--- config.mk ---
export PLATFORM = sky130hd
export DESIGN_NAME = manchester_tx
export DESIGN_NICKNAME = d
export VERILOG_FILES = /design/src/rtl/manch_pkg.sv /design/src/rtl/manch_chip_timer.sv /design/src/rtl/manchester_tx.sv
export SDC_FILE = /design/constraint.sdc
export NUM_CORES = 1
export LEC_CHECK = 0
export ABC_AREA = 1
export ABC_CLOCK_PERIOD_IN_PS = 3650
export BUFFER_PORTS_ARGS = -buffer_cell sky130_fd_sc_hd__buf_2
export CAP_MARGIN = 20
export CORE_MARGIN = 10
export CORE_UTILIZATION = 50
export CTS_BUF_LIST = sky130_fd_sc_hd__clkbuf_8
export CTS_CLUSTER_SIZE = 28
export DETAILED_ROUTE_END_ITERATION = 8
export PLACE_DENSITY = 0.71
export SLEW_MARGIN = 25
export SYNTH_ARGS = -nofsm -noshare
export SYNTH_HDL_FRONTEND = slang
export SYNTH_SLANG_ARGS = --single-unit
export TNS_END_PERCENT = 20
--- constraint.sdc ---
create_clock -name clkin -period 3.65 [get_ports clkin]
set_input_delay 0 -clock clkin [delete_from_list [all_inputs] [get_ports clkin]]
set_output_delay 0 -clock clkin [all_outputs]
set_load 0.02 [all_outputs]
--- src/rtl/manch_pkg.sv ---
// Shared Manchester link definitions: frame state encoding, sync length,
// chip ordering for each data value, and the bit-to-chip helper.
// Used by manchester_tx and by the matching receiver.
package manch_pkg;

    typedef enum logic [1:0] {
        IDLE = 2'd0,
        SYNC = 2'd1,
        DATA = 2'd2,
        PAR  = 2'd3
    } manch_state_e;

    localparam int unsigned SYNC_CHIPS = 2;

    // Level of the first chip of a bit; the second chip is its complement.
    localparam logic CHIP_ONE_FIRST  = 1'b1;
    localparam logic CHIP_ZERO_FIRST = 1'b0;

    // Line level for one half of a Manchester-encoded data bit.
    function automatic logic manch_chip(input logic data_bit, input logic second_half);
        logic first_lvl;
        first_lvl = data_bit ? CHIP_ONE_FIRST : CHIP_ZERO_FIRST;
        return second_half ? ~first_lvl : first_lvl;
    endfunction

endpackage

--- src/rtl/manch_chip_timer.sv ---
// Chip-period divider for the Manchester transmitter.
// Counts CHIP_DIV clkin cycles per chip while running.
// Ports:
//   clkin      - system clock
//   rst        - synchronous active-high reset
//   clear      - next cycle is the first cycle of a new chip sequence
//   run        - next cycle lies inside a frame
//   chip_stb   - registered, high in the first cycle of every chip
//   chip_end_c - combinational, high in the last cycle of the current chip
module manch_chip_timer #(
    parameter int unsigned CHIP_DIV = 1
) (
    input  logic clkin,
    input  logic rst,
    input  logic clear,
    input  logic run,
    output logic chip_stb,
    output logic chip_end_c
);

    localparam int unsigned CNT_W = (CHIP_DIV > 1) ? $clog2(CHIP_DIV) : 1;
    localparam logic [CNT_W-1:0] CNT_LAST = CNT_W'(CHIP_DIV - 1);

    logic [CNT_W-1:0] cnt_q;
    logic [CNT_W-1:0] cnt_d;
    logic             chip_stb_q;
    logic             chip_stb_d;

    assign chip_end_c = (cnt_q == CNT_LAST);

    // Count within the chip; wrap at the chip end, park at zero when idle.
    always_comb begin
        cnt_d      = '0;
        chip_stb_d = 1'b0;
        if (run) begin
            if (clear || chip_end_c) begin
                cnt_d = '0;
            end else begin
                cnt_d = cnt_q + CNT_W'(1);
            end
            chip_stb_d = (cnt_d == '0);
        end
    end

    always_ff @(posedge clkin) begin
        if (rst) begin
            cnt_q      <= '0;
            chip_stb_q <= 1'b0;
        end else begin
            cnt_q      <= cnt_d;
            chip_stb_q <= chip_stb_d;
        end
    end

    assign chip_stb = chip_stb_q;

endmodule

--- src/rtl/manchester_tx.sv ---
// Manchester encoder / serial transmitter.
// Frame: idle level, two sync chips at ~IDLE_LEVEL, then DATA_W bits MSB-first,
// two chips per bit. With MANCH_TX_PARITY_EN defined, an even-parity bit of
// the latched word follows the data bits.
// Ports:
//   clkin     - system clock, all logic on posedge
//   rst       - synchronous active-high reset
//   din       - word to transmit, sampled only on the accept cycle
//   din_valid - din holds a word to send
//   din_ready - high only in IDLE
//   dout      - registered Manchester line
//   busy      - frame in progress
//   chip_stb  - pulse in the first cycle of every chip
//   done      - pulse in the cycle after the last chip
module manchester_tx
    import manch_pkg::*;
#(
    parameter int unsigned DATA_W     = 8,
    parameter int unsigned CHIP_DIV   = 1,
    parameter int unsigned IDLE_LEVEL = 0
) (
    input  logic              clkin,
    input  logic              rst,
    input  logic [DATA_W-1:0] din,
    input  logic              din_valid,
    output logic              din_ready,
    output logic              dout,
    output logic              busy,
    output logic              chip_stb,
    output logic              done
);

    localparam logic IDLE_BIT = 1'(IDLE_LEVEL);
    localparam int unsigned BIT_W = (DATA_W > 1) ? $clog2(DATA_W) : 1;
    localparam logic [BIT_W-1:0] BIT_LAST = BIT_W'(DATA_W - 1);
    localparam logic SYNC_LAST = 1'(SYNC_CHIPS - 1);

    manch_state_e      state_q;
    manch_state_e      state_d;
    logic [DATA_W-1:0] shift_q;
    logic [DATA_W-1:0] shift_d;
    logic [BIT_W-1:0]  bit_cnt_q;
    logic [BIT_W-1:0]  bit_cnt_d;
    logic              chip_cnt_q;
    logic              chip_cnt_d;
    logic              dout_q;
    logic              dout_d;
    logic              din_ready_q;
    logic              din_ready_d;
    logic              busy_q;
    logic              busy_d;
    logic              done_q;
    logic              done_d;
`ifdef MANCH_TX_PARITY_EN
    logic              par_q;
    logic              par_d;
`endif

    logic              timer_clear_c;
    logic              timer_run_c;
    logic              chip_end_c;
    logic              frame_end_c;
    logic [DATA_W-1:0] shift_nxt_c;

    manch_chip_timer #(
        .CHIP_DIV (CHIP_DIV)
    ) u_timer (
        .clkin      (clkin),
        .rst        (rst),
        .clear      (timer_clear_c),
        .run        (timer_run_c),
        .chip_stb   (chip_stb),
        .chip_end_c (chip_end_c)
    );

    assign shift_nxt_c = shift_q << 1;

    // Next-state and next-output logic; dout_d is the level of the next cycle.
    always_comb begin
        state_d       = state_q;
        shift_d       = shift_q;
        bit_cnt_d     = bit_cnt_q;
        chip_cnt_d    = chip_cnt_q;
        dout_d        = dout_q;
        din_ready_d   = din_ready_q;
        busy_d        = busy_q;
        done_d        = 1'b0;
        timer_clear_c = 1'b0;
        frame_end_c   = 1'b0;
`ifdef MANCH_TX_PARITY_EN
        par_d         = par_q;
`endif

        case (state_q)
            IDLE: begin
                dout_d      = IDLE_BIT;
                busy_d      = 1'b0;
                din_ready_d = 1'b1;
                if (din_valid && din_ready_q) begin
                    state_d       = SYNC;
                    shift_d       = din;
                    bit_cnt_d     = '0;
                    chip_cnt_d    = 1'b0;
                    dout_d        = ~IDLE_BIT;
                    busy_d        = 1'b1;
                    din_ready_d   = 1'b0;
                    timer_clear_c = 1'b1;
`ifdef MANCH_TX_PARITY_EN
                    par_d         = ^din;
`endif
                end
            end

            // Both sync chips repeat ~IDLE_BIT, a pattern no data bit can form.
            SYNC: begin
                if (chip_end_c) begin
                    if (chip_cnt_q == SYNC_LAST) begin
                        state_d    = DATA;
                        chip_cnt_d = 1'b0;
                        dout_d     = manch_chip(shift_q[DATA_W-1], 1'b0);
                    end else begin
                        chip_cnt_d = chip_cnt_q + 1'b1;
                        dout_d     = ~IDLE_BIT;
                    end
                end
            end

            // chip_cnt_q selects the half of the current bit; MSB is on air.
            DATA: begin
                if (chip_end_c) begin
                    if (!chip_cnt_q) begin
                        chip_cnt_d = 1'b1;
                        dout_d     = manch_chip(shift_q[DATA_W-1], 1'b1);
                    end else begin
                        chip_cnt_d = 1'b0;
                        if (bit_cnt_q == BIT_LAST) begin
`ifdef MANCH_TX_PARITY_EN
                            state_d = PAR;
                            dout_d  = manch_chip(par_q, 1'b0);
`else
                            frame_end_c = 1'b1;
`endif
                        end else begin
                            bit_cnt_d = bit_cnt_q + BIT_W'(1);
                            shift_d   = shift_nxt_c;
                            dout_d    = manch_chip(shift_nxt_c[DATA_W-1], 1'b0);
                        end
                    end
                end
            end

`ifdef MANCH_TX_PARITY_EN
            PAR: begin
                if (chip_end_c) begin
                    if (!chip_cnt_q) begin
                        chip_cnt_d = 1'b1;
                        dout_d     = manch_chip(par_q, 1'b1);
                    end else begin
                        frame_end_c = 1'b1;
                    end
                end
            end
`endif

            default: begin
                frame_end_c = 1'b1;
            end
        endcase

        // Return to idle after the final chip; done marks the completion.
        if (frame_end_c) begin
            state_d     = IDLE;
            bit_cnt_d   = '0;
            chip_cnt_d  = 1'b0;
            dout_d      = IDLE_BIT;
            busy_d      = 1'b0;
            din_ready_d = 1'b1;
            done_d      = (state_q != IDLE);
        end

        timer_run_c = busy_d;
    end

    always_ff @(posedge clkin) begin
        if (rst) begin
            state_q     <= IDLE;
            shift_q     <= '0;
            bit_cnt_q   <= '0;
            chip_cnt_q  <= 1'b0;
            dout_q      <= IDLE_BIT;
            din_ready_q <= 1'b1;
            busy_q      <= 1'b0;
            done_q      <= 1'b0;
`ifdef MANCH_TX_PARITY_EN
            par_q       <= 1'b0;
`endif
        end else begin
            state_q     <= state_d;
            shift_q     <= shift_d;
            bit_cnt_q   <= bit_cnt_d;
            chip_cnt_q  <= chip_cnt_d;
            dout_q      <= dout_d;
            din_ready_q <= din_ready_d;
            busy_q      <= busy_d;
            done_q      <= done_d;
`ifdef MANCH_TX_PARITY_EN
            par_q       <= par_d;
`endif
        end
    end

    assign dout      = dout_q;
    assign din_ready = din_ready_q;
    assign busy      = busy_q;
    assign done      = done_q;

endmodule

==> metrics.md <==
| Metric | Value |
|---|---|
| Yosys warnings | `0` |
| Top reg by flops | `shift_q` |
| Via density | `~5.2` |
| Setup TNS | `0 ns` |
| Final hold viol count | `0` |
| Drt pass-1 iters | `4` |
| Core area | `0.00202 mm^2` |
| Share of cells above drive strength 1 | `0.122` |
| Max-slew headroom | `0.507` |
| Fraction of the cycle the final worst path needs | `0.561` |
| # resized after CTS | `0` |
| Arrival @ worst endpoint | `about 2.2 ns` |
| Max-slew violation count | `0` |
| Setup crit start | `state_q[0]$_SDFFE_PP0P_` |
| Power Density | `726 mW/mm^2` |
| M1 GR Usage | `0.146` |
| Syn Std Cell Area | `0.00110 mm^2` |
| Antenna diode count | `0` |
| DRC | `0` |
| Drt total wl | `2470 um` |
| Clk root buf | `clkbuf_8` |
| Largest net degree at the start of global routing | `25` |
| CTS clk-pin slew, worst paths | `0.07 ns` |
| Fillcell total | `roughly 210` |
| CP Launch Type | `flip-flop` |
| Crit path buf inv count | `2` |
| Syn Nets | `182` |
| Worst skew pair latency | `0.26 ns` |
| Worst r2r src | `state_q[0]$_SDFFE_PP0P_` |
| Peak supply drop | `0.000390 V` |
| WL per Instance | `11.9 um` |
| Worst hold slack | `slightly below 0.08 ns` |
| DRT antenna net count | `0` |
| M2 GR Usage | `0.181` |
| Netlist cell types | `21` |
| CP max FO | `16` |
| Std cell rows | `16` |
| Dpl hpwl | `between 1500 and 2000 um` |
| Total gr overflow | `0` |
| Layout Nets | `198` |
| Area Overhead vs Synth | `12.0%` |
| Die boundary width | `66.8 um` |
| Iteration-0 DRC Markers | `42` |
| Port Buffers | `15` |
| WHS Path Cells | `5` |
| Crit Path Class | `reg -> reg` |
| Slowest-stage cell, CP | `a21oi_2` |
| Seq/Total Area, Yosys | `0.365` |
| Worst Hold Class | `in -> reg` |
| Io pins | `16` |
| F_max | `0.488 GHz` |
| Number of global-route vias before repair | `about 960` |
| Total CTS buffers | `3` |
| First-pass GRT wire length | `4180 um` |
| Gr busiest metal | `met2` |
| Gr usage total | `0.117` |
| Critical Path End | `busy$_SDFF_PP0_` |
| TritonCTS clock tree | `yes` |
| Pleak | `0.603 nW` |
| Flops & latches, synth | `20` |
| Crit path time final | `2.05 ns` |
| Vias | `1071` |
| GR Layer Usage met3 | `0.0284` |
| H-tree Lvls | `1` |
| Placer congestion estimate | `0.859` |
| CP Depth | `7` |
| CP max stage delay | `around 0.40 ns` |
| Post-Syn Instances | `166` |
| Critical-path cell list | `inv_1 -> ha_1 -> inv_1 -> nand2_1 -> a21oi_2 -> nand2_1 -> nor2_1` |
| Worst Clk Skew | `approximately 0.0018 ns` |
| Die area | `approximately 0.0045 mm^2` |
| Reg-to-reg slack, setup | `1.60 ns` |
| Max reg flops | `8` |
| Initial Utilization | `0.542` |
| RR Endpoint | `busy$_SDFF_PP0_` |
| Cell count of the worst reg-to-reg path | `7` |
| Die Ht | `66.8 um` |
| Initial antenna violation count | `0` |
| Syn avg cell area | `6.60 um^2` |
| Worst setup EP type | `flip-flop` |
| Top flop regs | `shift_q x8, bit_cnt_q x3, state_q x2` |
| Sink Count | `20` |
| RSZ-0062 raised after global routing | `no` |
| Worst Tran Pin Value | `0.738 ns` |
| Cell family with most CP delay | `simple AND/OR/NAND/NOR gates` |
| Final Setup Violations | `0` |
| CP required | `about 3.8 ns` |
| Clock buffer depth | `2` |
| Max Cap Viol | `0` |
| Status | `complete, no violations` |
==> kinds of logic (layout without fill, tap and decap cells) <==
kind of cell,count (synthesis),after routing,share of synthesized area
other cells,1,1,0.00342
buf+inv,21,35,0.0810
compound gates,27,27,0.154
fa+ha+maj,5,5,0.0571
flops,20,20,0.365
simple gates,92,92,0.339
==> worst min path at each step <==
stage / start / end / slack, ns
2_1_floorplan: rst / done$_SDFF_PP0_ / 0.08
3_3_place_gp: rst / done$_SDFF_PP0_ / 0.23
3_5_place_dp: rst / done$_SDFF_PP0_ / 0.23
4_1_cts: din[0] / shift_q[0]$_SDFFE_PP0P_ / 0.08
5_1_grt: din[0] / shift_q[0]$_SDFFE_PP0P_ / 0.11
6_report: din[0] / shift_q[0]$_SDFFE_PP0P_ / 0.08
==> layout by cell type, fill, tap and decap left out <==
| cell | instances |
|---|---|
| buf_2 | 15 |
| a21boi_0 | 5 |
| nor3_1 | 1 |
| o21a_1 | 2 |
| nand2_2 | 2 |
| nand2_1 | 52 |
| o21ai_0 | 5 |
| dlygate4sd3_1 | 1 |
| a21oi_2 | 1 |
| nand4_1 | 1 |
| conb_1 | 1 |
| clkinv_1 | 1 |
| ha_1 | 5 |
| a21oi_1 | 12 |
| nor2_1 | 22 |
| inv_1 | 15 |
| o21ai_4 | 1 |
| clkbuf_8 | 3 |
| nand3_1 | 14 |
| a31oi_1 | 1 |
| dfxtp_1 | 20 |
==> final cells by class <==
type | count | area (um^2) | area share
repair buffers | 16 | 85.1 | 0.0693
multi-input cells | 125 | 607 | 0.494
clock buffers | 3 | 41.3 | 0.0336
inverters | 16 | 60.1 | 0.0489
flip-flops and latches | 20 | 400 | 0.326
well taps | 27 | 33.8 | 0.0275
==> routing by layer <==
| metal | vias to the layer above | routed length (um) |
|---|---|---|
| li1 | 557 | - |
| met1 | 484 | 1120 |
| met2 | 25 | 1140 |
| met3 | 5 | 167 |
| met4 | 0 | 42 |
| met5 | - | 0 |
==> cell usage after synthesis (all sizes together) <==
master  count  area [um^2]
nand2      54          208
conb        1         3.75
a21oi      13         68.8
clkinv      1         3.75
nor2       22         82.6
dfxtp      20          400
buf         3         21.3
nand4       1         6.26
nor3        1         5.00
o21a        2         15.0
a31oi       1         6.26
inv        15         56.3
nand3      14         70.1
a21boi      5         37.5
clkbuf      2         7.51
ha          5         62.6
o21ai       6         41.3
==> stage by stage <==
stage / setup WS [ns] / util / area (um^2) / instances / total power, mW
after floorplan: 2.20 / - / 1100 / 166 / 0.666
after global placement: 1.72 / 0.582 / 1180 / 203 / 0.744
after detailed placement: 1.65 / 0.582 / 1180 / 203 / 0.751
after CTS: 1.62 / 0.607 / 1230 / 207 / 0.895
after global routing: 1.32 / 0.607 / 1230 / 207 / 0.980
final: 1.60 / 0.607 / 1230 / 207 / 0.891
==> power by group <==
| group | total [mW] | switching (mW) | internal, mW |
|---|---|---|---|
| sequential | 0.356 | 0.0550 | 0.301 |
| combinational | 0.393 | 0.255 | 0.138 |
| clock | 0.142 | 0.0685 | 0.0735 |
==> worst reg2reg max path: cells and delay by family, from the launching register on <==
family,cells,cell delay [ns]
AND/OR/NAND/NOR,3,0.44
buffers and inverters,2,0.41
AO/OA/AOI/OAI,1,0.40
adder cells (fa/ha/maj),1,0.38
flip-flops,1,0.35
==> repair_timing <==
| action | 4_1_cts | 5_1_grt |
|---|---|---|
| setup buffers | 0 | 0 |
| hold buffers | 1 | 0 |
| hold endpoints to repair | 1 | 0 |
(Power assumes the default switching activity.)
